--- src/rtl/ghost_collision.sv ---
// ghost_collision: Pac-Man versus ghost overlap detection plus the
// lives / death-freeze / game-over state machine.
//
// Stage 1 registers a per-ghost overlap vector every cycle. Stage 2 is the
// game-state FSM, which looks at that vector only on frame strobes.
//
// Optional build macro: GHOST_COLLISION_GODMODE_EN
//   When defined, a hit in PLAYING only latches hit_ghost. Lives and state
//   are left alone, so the death path is never entered after start.
module ghost_collision #(
  parameter int HIT_RADIUS   = 6,
  parameter int LIVES        = 3,
  parameter int DEATH_FRAMES = 90
) (
  input  logic       vga_pix_clk,
  input  logic       rst,
  input  logic       frame_stb,
  input  logic       start,
  input  logic [8:0] x_pac,
  input  logic [8:0] y_pac,
  input  logic [8:0] x_red,
  input  logic [8:0] y_red,
  input  logic [8:0] x_blue,
  input  logic [8:0] y_blue,
  input  logic [8:0] x_yellow,
  input  logic [8:0] y_yellow,
  input  logic [8:0] x_pink,
  input  logic [8:0] y_pink,
  output logic       freeze,
  output logic       respawn,
  output logic [1:0] lives,
  output logic       game_over,
  output logic [3:0] hit_ghost,
  output logic [2:0] state
);

  // Parameters resized once so every compare below is width-matched.
  localparam logic [9:0] HIT_R      = 10'(HIT_RADIUS);
  localparam logic [1:0] LIVES_INIT = 2'(LIVES);
  localparam logic [7:0] DEATH_LIM  = 8'(DEATH_FRAMES);

  typedef enum logic [2:0] {
    ST_IDLE      = 3'd0,
    ST_PLAYING   = 3'd1,
    ST_DYING     = 3'd2,
    ST_RESPAWN   = 3'd3,
    ST_GAME_OVER = 3'd4
  } state_t;

  // Per-axis closeness test. The difference is taken as a 10-bit two's
  // complement value so the 9-bit coordinates never overflow, and there is
  // deliberately no wrap-around: the tunnel edges are far apart.
  function automatic logic axis_near(input logic [8:0] a, input logic [8:0] b);
    logic [9:0] diff;
    logic [9:0] mag;
    diff = {1'b0, a} - {1'b0, b};
    mag  = diff[9] ? (~diff + 10'd1) : diff;
    return (mag < HIT_R);
  endfunction

  logic [3:0] hit_d, hit_q;

  state_t     state_q, state_d;
  logic       freeze_q, freeze_d;
  logic       respawn_q, respawn_d;
  logic [1:0] lives_q, lives_d;
  logic       game_over_q, game_over_d;
  logic [3:0] hit_ghost_q, hit_ghost_d;
  logic [7:0] cnt_q, cnt_d;
  logic [7:0] cnt_inc;

  // Stage 1: overlap vector {pink, yellow, blue, red} from current positions.
  always_comb begin
    hit_d    = 4'b0000;
    hit_d[0] = axis_near(x_pac, x_red)    && axis_near(y_pac, y_red);
    hit_d[1] = axis_near(x_pac, x_blue)   && axis_near(y_pac, y_blue);
    hit_d[2] = axis_near(x_pac, x_yellow) && axis_near(y_pac, y_yellow);
    hit_d[3] = axis_near(x_pac, x_pink)   && axis_near(y_pac, y_pink);
  end

  // Stage 1 register: hit vector lags positions by one cycle.
  always_ff @(posedge vga_pix_clk) begin
    if (rst) hit_q <= 4'b0000;
    else     hit_q <= hit_d;
  end

  // Stage 2 next-state and next-output logic; every output is precomputed
  // here so that it comes straight out of a flop.
  always_comb begin
    state_d     = state_q;
    freeze_d    = freeze_q;
    respawn_d   = 1'b0;
    lives_d     = lives_q;
    game_over_d = game_over_q;
    hit_ghost_d = hit_ghost_q;
    cnt_d       = cnt_q;
    cnt_inc     = cnt_q + 8'd1;

    case (state_q)
      ST_IDLE: begin
        freeze_d = 1'b1;
        if (start) begin
          respawn_d = 1'b1;
          freeze_d  = 1'b0;
          state_d   = ST_PLAYING;
        end
      end

      ST_PLAYING: begin
        freeze_d = 1'b0;
        if (frame_stb && (hit_q != 4'b0000)) begin
          hit_ghost_d = hit_q;
`ifdef GHOST_COLLISION_GODMODE_EN
          state_d     = ST_PLAYING;
`else
          lives_d     = lives_q - 2'd1;
          cnt_d       = 8'd0;
          freeze_d    = 1'b1;
          state_d     = ST_DYING;
`endif
        end
      end

      ST_DYING: begin
        freeze_d = 1'b1;
        if (frame_stb) begin
          cnt_d = cnt_inc;
          if (cnt_inc == DEATH_LIM) begin
            if (lives_q == 2'd0) begin
              game_over_d = 1'b1;
              state_d     = ST_GAME_OVER;
            end else begin
              respawn_d = 1'b1;
              state_d   = ST_RESPAWN;
            end
          end
        end
      end

      ST_RESPAWN: begin
        freeze_d = 1'b0;
        state_d  = ST_PLAYING;
      end

      ST_GAME_OVER: begin
        freeze_d    = 1'b1;
        game_over_d = 1'b1;
        if (start) begin
          lives_d     = LIVES_INIT;
          hit_ghost_d = 4'b0000;
          respawn_d   = 1'b1;
          freeze_d    = 1'b0;
          game_over_d = 1'b0;
          state_d     = ST_PLAYING;
        end
      end

      default: begin
        freeze_d    = 1'b1;
        game_over_d = 1'b0;
        state_d     = ST_IDLE;
      end
    endcase
  end

  // Stage 2 register: FSM state, frame counter and all registered outputs.
  always_ff @(posedge vga_pix_clk) begin
    if (rst) begin
      state_q     <= ST_IDLE;
      freeze_q    <= 1'b1;
      respawn_q   <= 1'b0;
      lives_q     <= LIVES_INIT;
      game_over_q <= 1'b0;
      hit_ghost_q <= 4'b0000;
      cnt_q       <= 8'd0;
    end else begin
      state_q     <= state_d;
      freeze_q    <= freeze_d;
      respawn_q   <= respawn_d;
      lives_q     <= lives_d;
      game_over_q <= game_over_d;
      hit_ghost_q <= hit_ghost_d;
      cnt_q       <= cnt_d;
    end
  end

  assign freeze    = freeze_q;
  assign respawn   = respawn_q;
  assign lives     = lives_q;
  assign game_over = game_over_q;
  assign hit_ghost = hit_ghost_q;
  assign state     = state_q;

endmodule

--- config.mk ---
export PLATFORM = sky130hd
export DESIGN_NAME = ghost_collision
export DESIGN_NICKNAME = d
export VERILOG_FILES = /design/src/rtl/ghost_collision.sv
export SDC_FILE = /design/constraint.sdc
export NUM_CORES = 1
export LEC_CHECK = 0
export BUFFER_PORTS_ARGS = -buffer_cell sky130_fd_sc_hd__buf_2
export CORE_MARGIN = 2
export CORE_UTILIZATION = 62
export DETAILED_ROUTE_END_ITERATION = 8
export GPL_ROUTABILITY_DRIVEN = 0
export PLACE_DENSITY = 0.95
export SYNTH_ARGS = -nofsm -noshare
export SYNTH_HDL_FRONTEND = slang
export SYNTH_SLANG_ARGS = --single-unit
--- constraint.sdc ---
create_clock -name vga_pix_clk -period 7.7 [get_ports vga_pix_clk]
set_clock_uncertainty 0.05 [all_clocks]
set_input_delay 1.925 -clock vga_pix_clk [delete_from_list [all_inputs] [get_ports vga_pix_clk]]
set_output_delay 1.925 -clock vga_pix_clk [all_outputs]
set_load 0.1 [all_outputs]
**Word level (Yosys, flattened, before mapping)**

Index checks and enable logic that the tools add are counted.

- Bits in registers: 24
- Input port bits: 94
- Output and inout bits: 12

- Add/sub/neg operators: 18
- $lt $le $gt $ge: 8
- Equality and inequality tests: 11
- Mux-type cells: 35
- Bitwise operators: 9
- Reduce and logical (&&, ||, !) cells: 16

Operators with widths:

| operator | number |
|---|---|
| $add 10x1->10 const B | 8 |
| $lt 10x3->1 const B | 8 |
| $mux 10 | 8 |
| $not 10->10 | 8 |
| $sub 9x9->10 | 8 |
| $mux 8 | 2 |
| $pmux 8 s2 | 1 |
| $mux 3 | 5 |
| $pmux 3 s4 | 1 |
| $ne 2x2->1 const B | 5 |
| $mux 1 | 9 |
| $add 8x1->8 const B | 1 |
| $eq 8x7->1 const B | 1 |
| $mux 4 | 2 |
| $pmux 4 s2 | 1 |
| $reduce_and 4->1 | 2 |
| $eq 3x2->1 const B | 2 |
| $pmux 1 s3 | 2 |
| $reduce_and 3->1 | 2 |
| $logic_and 1x1->1 | 5 |
| $mux 2 | 2 |
| $pmux 2 s2 | 1 |
| $reduce_bool 2->1 | 2 |
| $reduce_bool 4->1 | 1 |
| other kinds (10) | 10 |

**Logic depth before layout (Yosys ltp)**

Gate-level depths: netlist of run 1.

- Word-level depth: 6
- Gate-level depth with buffers: 13
- Mapped depth without buffers: 13

**Worst setup path before layout of run 1**

No wires, ideal clock.

- Path kind: input port to flip-flop
- From: in y_pac[0]
- To: reg hit_q[0]
- Library setup time: 116 ps
- Data arrival time: 4,469 ps
- Setup slack: 3,065 ps
- Stages: 12
- Buffers on the path: 0
- Cell sequence: inv_1 -> ha_1 -> inv_1 -> fa_1 -> a21o_1 -> a21oi_4 -> xor2_2 -> o21ai_1 -> or4_4 -> and4_4 -> o311a_1 -> and4_1

- Longest elaborated chain between the ends: 6

Ends and longest elaborated chain:

| what | RTL line | text |
|---|---|---|
| start, declared | 20 | `input logic [8:0] y_pac,` |
| $sub 9x9->10 * | 56 | `diff = {1'b0, a} - {1'b0, b};` |
| $not 10->10 | 57 | `mag = diff[9] ? (~diff + 10'd1) : diff;` |
| $add 10x1->10 | 57 |  |
| $mux 10 * | 57 |  |
| $lt 10x3->1 * | 58 | `return (mag < HIT_R);` |
| $logic_and 1x1->1 * | 75 | `hit_d[0] = axis_near(x_pac, x_red) && axis_near(y_pac, y_red);` |
| end signal, assigned | 84 | `else hit_q <= hit_d;` |
| end, declared | 61 | `logic [3:0] hit_d, hit_q;` |

Every way passes the cells marked *; elsewhere a longest branch is shown, timed or not.
A chain may end at the register's enable or synchronous reset.

**Final worst setup path of run 1**

- From: in y_pac[0]
- To: reg hit_q[3]

- Longest elaborated chain between the ends: 6

Ends and longest elaborated chain:

| what | RTL line | text |
|---|---|---|
| $sub 9x9->10 * | 56 |  |
| $not 10->10 | 57 |  |
| $add 10x1->10 | 57 |  |
| $mux 10 * | 57 |  |
| $lt 10x3->1 * | 58 |  |
| $logic_and 1x1->1 * | 78 | `hit_d[3] = axis_near(x_pac, x_pink) && axis_near(y_pac, y_pink);` |

Marks and branches as above.

==> results of run 1 <==
[worst max-delay path, stage by stage]
cell	delay [ns]
sky130_fd_sc_hd__buf_2	0.10
sky130_fd_sc_hd__inv_1	0.16
sky130_fd_sc_hd__ha_1	0.21
sky130_fd_sc_hd__inv_1	0.06
sky130_fd_sc_hd__fa_1	0.46
sky130_fd_sc_hd__a21o_1	0.20
sky130_fd_sc_hd__a211oi_1	0.34
sky130_fd_sc_hd__nor2_1	0.15
sky130_fd_sc_hd__a211oi_1	0.22
sky130_fd_sc_hd__mux2_2	0.36
sky130_fd_sc_hd__o32a_1	0.16
sky130_fd_sc_hd__a211o_2	0.27
sky130_fd_sc_hd__nor4_2	0.22
[layout by cell type, fill, tap and decap left out, types with 6 or more instances in the layout]
cell | netlist | routed
sky130_fd_sc_hd__ha_1 | 83 | 83
sky130_fd_sc_hd__a21o_1 | 16 | 16
sky130_fd_sc_hd__a31oi_1 | 14 | 14
sky130_fd_sc_hd__a211oi_1 | 16 | 16
sky130_fd_sc_hd__fa_1 | 8 | 8
sky130_fd_sc_hd__o21ai_0 | 44 | 44
sky130_fd_sc_hd__inv_1 | 106 | 106
sky130_fd_sc_hd__o21a_1 | 18 | 18
sky130_fd_sc_hd__o21bai_1 | 6 | 6
sky130_fd_sc_hd__nor3_1 | 31 | 31
sky130_fd_sc_hd__xor2_1 | 18 | 18
sky130_fd_sc_hd__dfxtp_1 | 24 | 24
sky130_fd_sc_hd__xnor2_1 | 31 | 31
sky130_fd_sc_hd__and3_1 | 10 | 10
sky130_fd_sc_hd__o211ai_1 | 12 | 12
sky130_fd_sc_hd__o22ai_1 | 6 | 6
sky130_fd_sc_hd__nor2_1 | 68 | 68
sky130_fd_sc_hd__o31a_1 | 9 | 9
sky130_fd_sc_hd__o21ai_1 | 7 | 7
sky130_fd_sc_hd__nand2_1 | 50 | 50
sky130_fd_sc_hd__and2_1 | 12 | 12
sky130_fd_sc_hd__buf_2 | 4 | 105
sky130_fd_sc_hd__nand2b_1 | 10 | 10
sky130_fd_sc_hd__nor2b_1 | 16 | 16
sky130_fd_sc_hd__nand3b_1 | 8 | 8
sky130_fd_sc_hd__or3_1 | 14 | 14
sky130_fd_sc_hd__a21oi_1 | 50 | 50
sky130_fd_sc_hd__o31ai_1 | 9 | 9
sky130_fd_sc_hd__o2111ai_1 | 13 | 13
sky130_fd_sc_hd__nand3_1 | 30 | 30
[metrics by stage]
step                      setup slack, ns  area (um2)
after floorplan                     3.065        6390
after global placement              2.814        7002
after detailed placement            2.725        7002
after CTS                           3.016        7073
after global routing                2.856        7073
final                               3.014        7073
[power breakdown]
part	switching, mW	internal (mW)
Sequential	0.00236	0.126
Clock	0.0480	0.0698
Combinational	0.344	0.241
Total	0.394	0.437
[cell type report]
type | instances | area share, %
clock buffers | 3 | 0.5838
flip-flops and latches | 24 | 6.793
repair buffers | 105 | 7.430
well taps | 136 | 2.406
multi-input cells | 738 | 76.74
inverters | 106 | 5.625
clock inverters | 1 | 0.4246
[registers in the layout, indices dropped and copies added (netlist names)]
register and cells:
cnt_q 8, freeze 1, game_over 1, hit_ghost 4, hit_q 4, lives 2, respawn 1, state 3
[metal layers]
| layer | routed length [um] | global-route usage, % |
|---|---|---|
| met3 | 946 | 3.092 |
| met1 | 6913 | 33.79 |
| met4 | 473 | 9.398 |
| met5 | 0 | 0 |
| met2 | 8032 | 53.32 |
[worst min-delay path by stage]
stage                                           end  slack, ns                 startpoint
after floorplan           hit_ghost[3]$_SDFFE_PP0P_       0.40        hit_q[3]$_SDFF_PP0_
after global placement    hit_ghost[1]$_SDFFE_PP0P_       0.41        hit_q[1]$_SDFF_PP0_
after detailed placement  hit_ghost[2]$_SDFFE_PP0P_       0.41        hit_q[2]$_SDFF_PP0_
after CTS                 hit_ghost[2]$_SDFFE_PP0P_       0.43        hit_q[2]$_SDFF_PP0_
after global routing      hit_ghost[0]$_SDFFE_PP0P_       0.46  hit_ghost[0]$_SDFFE_PP0P_
final                     hit_ghost[0]$_SDFFE_PP0P_       0.44  hit_ghost[0]$_SDFFE_PP0P_
[cells by family (layout without fill, tap and decap cells)]
group                    Yosys count  count (layout)  synth area share, %
AND/OR/NAND/NOR                  300             300                25.46
AO/OA/AOI/OAI                    289             289                32.23
buffers and inverters            122             215                7.539
adder cells (fa/ha/maj)           91              91                18.76
XOR/XNOR                          51              51                7.343
flip-flops                        24              24                7.519
multiplexers                       7               7                1.155
==> metrics.txt, run 1 <==
# TYPE chip_impl_metric gauge
chip_impl_metric{name="clkTransAtPathRegs",unit="ns"} 0.09
chip_impl_metric{name="multiInputGateArea",unit="mm2"} 0.005428
chip_impl_metric{name="number_of_antenna_violations_at_the_first_check_in_global_routing",unit=""} 0
chip_impl_metric{name="worst-endpoint-required",unit="ns"} 7.86
chip_impl_metric{name="hold_viol",unit=""} 0
chip_impl_info{name="worst_setup_path_start_kind",value="primary input"} 1
chip_impl_metric{name="worst-r2r-setup-slack",unit="ns"} 5.19
chip_impl_info{name="run_status",value="completed"} 1
chip_impl_metric{name="number_of_global_route_vias_before_repair",unit=""} 6404
chip_impl_info{name="ys_top_cells_by_area",value="sky130_fd_sc_hd__ha_1 16%, sky130_fd_sc_hd__dfxtp_1 7.5%, sky130_fd_sc_hd__inv_1 6.2%"} 1
chip_impl_metric{name="cts_setup_buffers",unit=""} 0
chip_impl_metric{name="mappedNetlistNets",unit=""} 1069
chip_impl_metric{name="cts_made_buffers",unit=""} 3
chip_impl_metric{name="finalNetCount",unit=""} 1163
chip_impl_metric{name="detailedRoute.firstPassIterationCount",unit=""} 6
chip_impl_metric{name="setup-tns-final",unit="ns"} 0
chip_impl_metric{name="floorplan.initialDensity",unit="%"} 62.74
chip_impl_metric{name="path_max_fanout",unit=""} 5
chip_impl_info{name="hold_class",value="reg -> reg"} 1
chip_impl_metric{name="synth.yosys.seq_area_share",unit="%"} 7.519
chip_impl_metric{name="boundaryPins",unit=""} 106
chip_impl_metric{name="grt_max_degree",unit=""} 21
chip_impl_metric{name="final_util",unit="%"} 69.45
chip_impl_metric{name="die_x",unit="um"} 105.5
chip_impl_metric{name="vdd_drop_max",unit="uV"} 93.29
chip_impl_metric{name="drive_above_1_share",unit="%"} 15.35
chip_impl_metric{name="numClockSinks",unit=""} 24
chip_impl_metric{name="worst-r2r-cell-count",unit=""} 6
chip_impl_metric{name="finalSetupViolCount",unit=""} 0
chip_impl_metric{name="detailedPlacementHpwl",unit="um"} 13370
chip_impl_metric{name="antenna_cells",unit=""} 0
chip_impl_metric{name="share_of_the_clock_period_used_by_the_worst_path",unit="%"} 60.86
chip_impl_metric{name="yosysTopAreaCellShare",unit="%"} 16.25
chip_impl_metric{name="hold-path-cell-count",unit=""} 2
chip_impl_metric{name="detailedRoute.firstIterationViolations",unit=""} 399
chip_impl_metric{name="synth.cell_area",unit="mm2"} 0.006390
chip_impl_info{name="synthMostInstantiatedCell",value="sky130_fd_sc_hd__inv_1"} 1
chip_impl_metric{name="post-layout-total-power",unit="mW"} 0.8310
chip_impl_info{name="crit_path_start",value="y_pac[0]"} 1
chip_impl_metric{name="grt_first_pass_wirelength",unit="um"} 27140
chip_impl_metric{name="die_area",unit="mm2"} 0.01113
chip_impl_metric{name="dieHeight",unit="um"} 105.5
chip_impl_info{name="ys_top_cells_by_count",value="106 x sky130_fd_sc_hd__inv_1, 83 x sky130_fd_sc_hd__ha_1, 68 x sky130_fd_sc_hd__nor2_1, 50 x sky130_fd_sc_hd__a21oi_1, 50 x sky130_fd_sc_hd__nand2_1"} 1
chip_impl_metric{name="detail_route.drc_violations",unit=""} 0
chip_impl_metric{name="fmax",unit="MHz"} 213.4
chip_impl_metric{name="ant_nets",unit=""} 0
chip_impl_metric{name="holdBufCountCts",unit=""} 0
chip_impl_info{name="r2r-start",value="state[0]$_SDFFE_PP0P_"} 1
chip_impl_info{name="grt_setup_unrepaired",value="no"} 1
chip_impl_metric{name="timing.hold.ws",unit="ns"} 0.4435
chip_impl_metric{name="worstMarginPinSlew",unit="ns"} 0.7665
chip_impl_metric{name="cell_rows",unit=""} 37
chip_impl_metric{name="fin_cells",unit=""} 1113
chip_impl_metric{name="dr_total_vias",unit=""} 7016
chip_impl_info{name="synthDominantAreaCellType",value="sky130_fd_sc_hd__ha_1"} 1
chip_impl_info{name="crit_end",value="hit_q[3]$_SDFF_PP0_"} 1
chip_impl_metric{name="postSynthRegisterBits",unit=""} 24
chip_impl_metric{name="worstSkewPairLatency",unit="ns"} 0.29
chip_impl_metric{name="post_drt_via_cell_ratio",unit=""} 6.304
chip_impl_metric{name="yosys_warnings",unit=""} 0
chip_impl_metric{name="timing.slew.headroom",unit="%"} 48.90
chip_impl_metric{name="timing.final.max_slew_violations",unit=""} 0
chip_impl_metric{name="synth-async-reset-ratio",unit="%"} 0
chip_impl_metric{name="cts_resized",unit=""} 0
chip_impl_info{name="crit-reg2reg-capture",value="cnt_q[3]$_SDFFE_PP0P_"} 1
chip_impl_info{name="timing.critical_path.to_type",value="register"} 1
chip_impl_metric{name="minimum_clock_period_after_layout",unit="ns"} 4.686
chip_impl_metric{name="number_of_distinct_library_cell_variants_in_the_gate_level_netlist_after_synthesis",unit=""} 97
chip_impl_metric{name="core_area",unit="mm2"} 0.01018
chip_impl_metric{name="grt_overflow",unit=""} 0
chip_impl_metric{name="h-tree-depth",unit=""} 1
chip_impl_metric{name="cellLeakagePower",unit="nW"} 3.265
chip_impl_metric{name="flow.area_growth_from_synthesis",unit="%"} 10.69
chip_impl_metric{name="average_wire_length_per_cell_after_detail_routing",unit="um"} 14.71
chip_impl_info{name="path_class",value="in -> reg"} 1
chip_impl_metric{name="fillerInstances",unit=""} 845
chip_impl_metric{name="synth-edff-count",unit=""} 0
chip_impl_metric{name="finalWirelength",unit="um"} 16370
chip_impl_metric{name="worst_ep_arrival_time",unit="ns"} 4.84
chip_impl_info{name="ys.flop_type",value="sky130_fd_sc_hd__dfxtp_1"} 1
chip_impl_metric{name="globalRouteTotalUtil",unit="%"} 28.56
chip_impl_metric{name="syn-mean-instance-area",unit="um2"} 7.228
chip_impl_info{name="ctsRootBufferMaster",value="sky130_fd_sc_hd__clkbuf_8"} 1
chip_impl_metric{name="timing.max_cap.violations",unit=""} 0
chip_impl_metric{name="clockBufferDepth",unit=""} 2
chip_impl_metric{name="count_of_buffers_inserted_at_the_top_level_ports",unit=""} 105
chip_impl_info{name="cts_tree",value="yes"} 1
chip_impl_metric{name="sequential_area",unit="um2"} 480.5
chip_impl_metric{name="post_synth_inst_count",unit=""} 884
chip_impl_metric{name="power.density_cell_area",unit="mW/mm2"} 117.5
chip_impl_metric{name="dpl.cell_count",unit=""} 1109
(Power assumes the default switching activity.)
==> run 2: changes to the inputs <==
Settings changed: ABC_AREA from default to 1, CORE_UTILIZATION 62 to 60, PLACE_DENSITY 0.95 to 0.94.
Clock period 7.7 ns to 4.6 ns, I/O delays scaled along.
==> run 2 against run 1 <==
  * Combinational power grew 98%
  * Die area is 8.4% higher
  * Final area grew 5.5%
  * Final cell count up 34%
  * Critical path type unchanged
  * Register-to-register slack lost 2.5 ns
  * Highest routed layer unchanged
  * Synthesized cell count up 41%
==> metrics.txt, run 2 <==
# TYPE chip_impl_metric gauge
chip_impl_metric{name="setup-tns-final",unit="ns"} 0
chip_impl_info{name="timing.critical_path.to_type",value="register"} 1
chip_impl_info{name="grt_setup_unrepaired",value="no"} 1
chip_impl_metric{name="worst_ep_arrival_time",unit="ns"} 3.42
chip_impl_metric{name="cellLeakagePower",unit="nW"} 4.643
chip_impl_metric{name="hold-path-cell-count",unit=""} 2
chip_impl_metric{name="largest_reg_flops",unit=""} 8
chip_impl_metric{name="average_wire_length_per_cell_after_detail_routing",unit="um"} 11.23
chip_impl_info{name="ctsRootBufferMaster",value="sky130_fd_sc_hd__clkbuf_8"} 1
chip_impl_metric{name="met2_routing_resource_usage_after_global_routing",unit="%"} 54.51
chip_impl_metric{name="numClockSinks",unit=""} 24
chip_impl_metric{name="boundaryPins",unit=""} 106
chip_impl_metric{name="path_max_fanout",unit=""} 4
chip_impl_metric{name="number_of_distinct_library_cell_variants_in_the_gate_level_netlist_after_synthesis",unit=""} 42
chip_impl_metric{name="dieHeight",unit="um"} 109.8
chip_impl_info{name="hold_class",value="reg -> reg"} 1
chip_impl_metric{name="die_area",unit="mm2"} 0.01206
chip_impl_info{name="ys.flop_type",value="sky130_fd_sc_hd__dfxtp_1"} 1
chip_impl_metric{name="cts_made_buffers",unit=""} 3
chip_impl_metric{name="fmax",unit="MHz"} 307.7
chip_impl_metric{name="finalWirelength",unit="um"} 16740
chip_impl_metric{name="h-tree-depth",unit=""} 1
chip_impl_metric{name="synth-async-reset-ratio",unit="%"} 0
chip_impl_metric{name="hold_viol",unit=""} 0
chip_impl_metric{name="syn-mean-instance-area",unit="um2"} 5.394
chip_impl_metric{name="cts_resized",unit=""} 0
chip_impl_metric{name="count_of_buffers_inserted_at_the_top_level_ports",unit=""} 105
chip_impl_metric{name="detailedRoute.firstPassIterationCount",unit=""} 7
chip_impl_metric{name="dpl.cell_count",unit=""} 1486
chip_impl_info{name="run_status",value="completed"} 1
chip_impl_info{name="timing.hold.worst_endpoint",value="game_over$_SDFFE_PP0P_"} 1
chip_impl_info{name="crit-reg2reg-capture",value="cnt_q[2]$_SDFFE_PP0P_"} 1
chip_impl_metric{name="worstSkewPairLatency",unit="ns"} 0.27
chip_impl_metric{name="holdBufCountCts",unit=""} 0
chip_impl_info{name="hp-start",value="game_over$_SDFFE_PP0P_"} 1
chip_impl_metric{name="share_of_the_clock_period_used_by_the_worst_path",unit="%"} 70.65
chip_impl_metric{name="vdd_drop_max",unit="uV"} 288.1
chip_impl_metric{name="timing.max_cap.violations",unit=""} 0
chip_impl_info{name="cts_tree",value="yes"} 1
chip_impl_metric{name="number_of_global_route_vias_before_repair",unit=""} 7270
chip_impl_metric{name="detailedPlacementHpwl",unit="um"} 14120
chip_impl_metric{name="finalNetCount",unit=""} 1536
chip_impl_metric{name="worst-r2r-cell-count",unit=""} 10
chip_impl_info{name="max_flop_register",value="cnt_q"} 1
chip_impl_metric{name="worstMarginPinSlew",unit="ns"} 0.5460
chip_impl_metric{name="yosysTopAreaCellShare",unit="%"} 22.06
chip_impl_metric{name="post_drt_via_cell_ratio",unit=""} 5.313
chip_impl_metric{name="use_met1",unit="%"} 33.94
chip_impl_metric{name="post_synth_inst_count",unit=""} 1246
chip_impl_metric{name="worst-endpoint-required",unit="ns"} 4.77
chip_impl_info{name="globalRoute.busiestLayer",value="met2"} 1
chip_impl_metric{name="fillerInstances",unit=""} 1001
chip_impl_metric{name="grt_max_degree",unit=""} 15
chip_impl_metric{name="finalSetupViolCount",unit=""} 0
chip_impl_metric{name="cell_rows",unit=""} 38
chip_impl_metric{name="number_of_antenna_violations_at_the_first_check_in_global_routing",unit=""} 1
chip_impl_metric{name="fin_cells",unit=""} 1491
chip_impl_metric{name="flow.area_growth_from_synthesis",unit="%"} 11.00
chip_impl_metric{name="globalRouteTotalUtil",unit="%"} 28.43
chip_impl_info{name="synthDominantAreaCellType",value="sky130_fd_sc_hd__nand2_1"} 1
chip_impl_metric{name="grt_overflow",unit=""} 0
chip_impl_metric{name="timing.slew.headroom",unit="%"} 63.36
chip_impl_metric{name="postSynthRegisterBits",unit=""} 24
chip_impl_metric{name="minimum_clock_period_after_layout",unit="ns"} 3.250
chip_impl_metric{name="die_x",unit="um"} 109.8
chip_impl_info{name="worst_setup_path_start_kind",value="primary input"} 1
chip_impl_metric{name="mappedNetlistNets",unit=""} 1431
chip_impl_metric{name="synth-edff-count",unit=""} 0
chip_impl_metric{name="ant_nets",unit=""} 0
chip_impl_metric{name="clockBufferDepth",unit=""} 2
chip_impl_info{name="ys_top_cells_by_count",value="395 x sky130_fd_sc_hd__nand2_1, 246 x sky130_fd_sc_hd__inv_1, 129 x sky130_fd_sc_hd__nor2_1, 124 x sky130_fd_sc_hd__nand3_1, 83 x sky130_fd_sc_hd__ha_1"} 1
chip_impl_metric{name="synth.yosys.seq_area_share",unit="%"} 7.148
chip_impl_metric{name="floorplan.initialDensity",unit="%"} 61.73
chip_impl_metric{name="dr_total_vias",unit=""} 7921
chip_impl_info{name="ys_top_cells_by_area",value="sky130_fd_sc_hd__nand2_1 22%, sky130_fd_sc_hd__ha_1 15%, sky130_fd_sc_hd__inv_1 14%"} 1
chip_impl_metric{name="grt_first_pass_wirelength",unit="um"} 29010
chip_impl_metric{name="detailedRoute.firstIterationViolations",unit=""} 559
chip_impl_metric{name="clkTransAtPathRegs",unit="ns"} 0.09
chip_impl_metric{name="final_util",unit="%"} 68.52
chip_impl_info{name="most-common-layout-cells",value="395 x sky130_fd_sc_hd__nand2_1, 246 x sky130_fd_sc_hd__inv_1, 129 x sky130_fd_sc_hd__nor2_1"} 1
chip_impl_metric{name="yosys_warnings",unit=""} 0
chip_impl_metric{name="met3_layer_usage_reported_by_global_route",unit="%"} 1.897
chip_impl_info{name="layout_commonest_cell",value="sky130_fd_sc_hd__nand2_1"} 1
chip_impl_metric{name="detail_route.drc_violations",unit=""} 0
chip_impl_info{name="r2r-start",value="state[2]$_SDFFE_PP0P_"} 1
chip_impl_info{name="path_class",value="in -> reg"} 1
chip_impl_metric{name="timing.final.max_slew_violations",unit=""} 0
chip_impl_metric{name="drive_above_1_share",unit="%"} 11.33
chip_impl_info{name="synthMostInstantiatedCell",value="sky130_fd_sc_hd__nand2_1"} 1
chip_impl_metric{name="power.density_cell_area",unit="mW/mm2"} 212.4
chip_impl_metric{name="cts_setup_buffers",unit=""} 0
chip_impl_metric{name="synth.cell_area",unit="mm2"} 0.006721
chip_impl_metric{name="worst-r2r-setup-slack",unit="ns"} 2.69
chip_impl_metric{name="core_area",unit="mm2"} 0.01089
==> run 2: cell count changes after synthesis, sizes merged, moves of 17 or more <==
cell and change:
nand3 +98, xnor2 -28, nor2 +68, inv +145
nand2 +357, nor3 -24, nor2b -17
==> run 2: final cells by class <==
type	count	area [um2]	share of cell area (%)
multi-input combinational	966	5261	70.52
antenna	1	2.502	0.03354
inverter	251	944.7	12.66
sequential	24	480.5	6.440
timing repair buffer	105	525.5	7.043
clock inverter	1	30.03	0.4025
clock buffer	3	41.29	0.5534
tap	140	175.2	2.348
==> run 2: routing by layer <==
layer / wire length, um / vias to the layer above
met4: 375 / 0
met1: 7140 / 3512
li1: - / 4152
met3: 777 / 45
met5: 0 / -
met2: 8450 / 212
==> run 2: how the worst max path moves through the flow <==
| stage | end | from | cells past startpoint |
|---|---|---|---|
| after CTS | hit_q[1]$_SDFF_PP0_ | y_pac[0] | 19 |
| after global routing | hit_q[1]$_SDFF_PP0_ | y_pac[0] | 18 |
| final | hit_q[0]$_SDFF_PP0_ | x_pac[0] | 17 |
| after global placement | hit_q[1]$_SDFF_PP0_ | y_pac[0] | 19 |
| after floorplan | hit_q[3]$_SDFF_PP0_ | y_pac[0] | 18 |
| after detailed placement | hit_q[1]$_SDFF_PP0_ | y_pac[0] | 19 |
==> run 2: kinds of logic (layout without fill, tap and decap cells) <==
family	after synthesis	after routing	share of synthesized area (%)
AOI/OAI and AO/OA	124	124	10.78
DFF	24	24	7.148
adders and majority gates	91	91	17.83
xor gates and xnor gates	20	20	2.606
and+or+nand+nor	731	731	47.06
buffers and inverters	256	360	14.58
other	0	1	0
==> run 2: where the power goes <==
group	internal (mW)	switching [mW]
combinational	0.392	0.764
clock	0.116	0.0740
sequential	0.223	0.0155
==> run 2: stage by stage <==
step	hold slack (ns)	power (mW)	worst slack, ns	cell area [um2]
finish	0.4126	1.585	1.350	7461
global placement	0.3878	1.341	1.117	7387
floorplan	0.3903	1.144	1.490	6721
CTS	0.4122	1.572	1.364	7458
detailed placement	0.3977	1.371	1.056	7387
global route	0.4382	1.763	1.083	7461
==> run 2: critical path, cell delays in order <==
cell                      delay, ns
sky130_fd_sc_hd__buf_2         0.10
sky130_fd_sc_hd__inv_1         0.18
sky130_fd_sc_hd__ha_1          0.19
sky130_fd_sc_hd__inv_1         0.07
sky130_fd_sc_hd__fa_1          0.42
sky130_fd_sc_hd__inv_1         0.10
sky130_fd_sc_hd__ha_1          0.17
sky130_fd_sc_hd__inv_1         0.05
sky130_fd_sc_hd__nor2_1        0.09
sky130_fd_sc_hd__nand3_1       0.13
sky130_fd_sc_hd__nor2_1        0.19
sky130_fd_sc_hd__nand4_1       0.17
sky130_fd_sc_hd__nand2_1       0.10
sky130_fd_sc_hd__nand2_1       0.05
sky130_fd_sc_hd__nand2_1       0.08
sky130_fd_sc_hd__nand3_1       0.09
sky130_fd_sc_hd__nor2_1        0.10
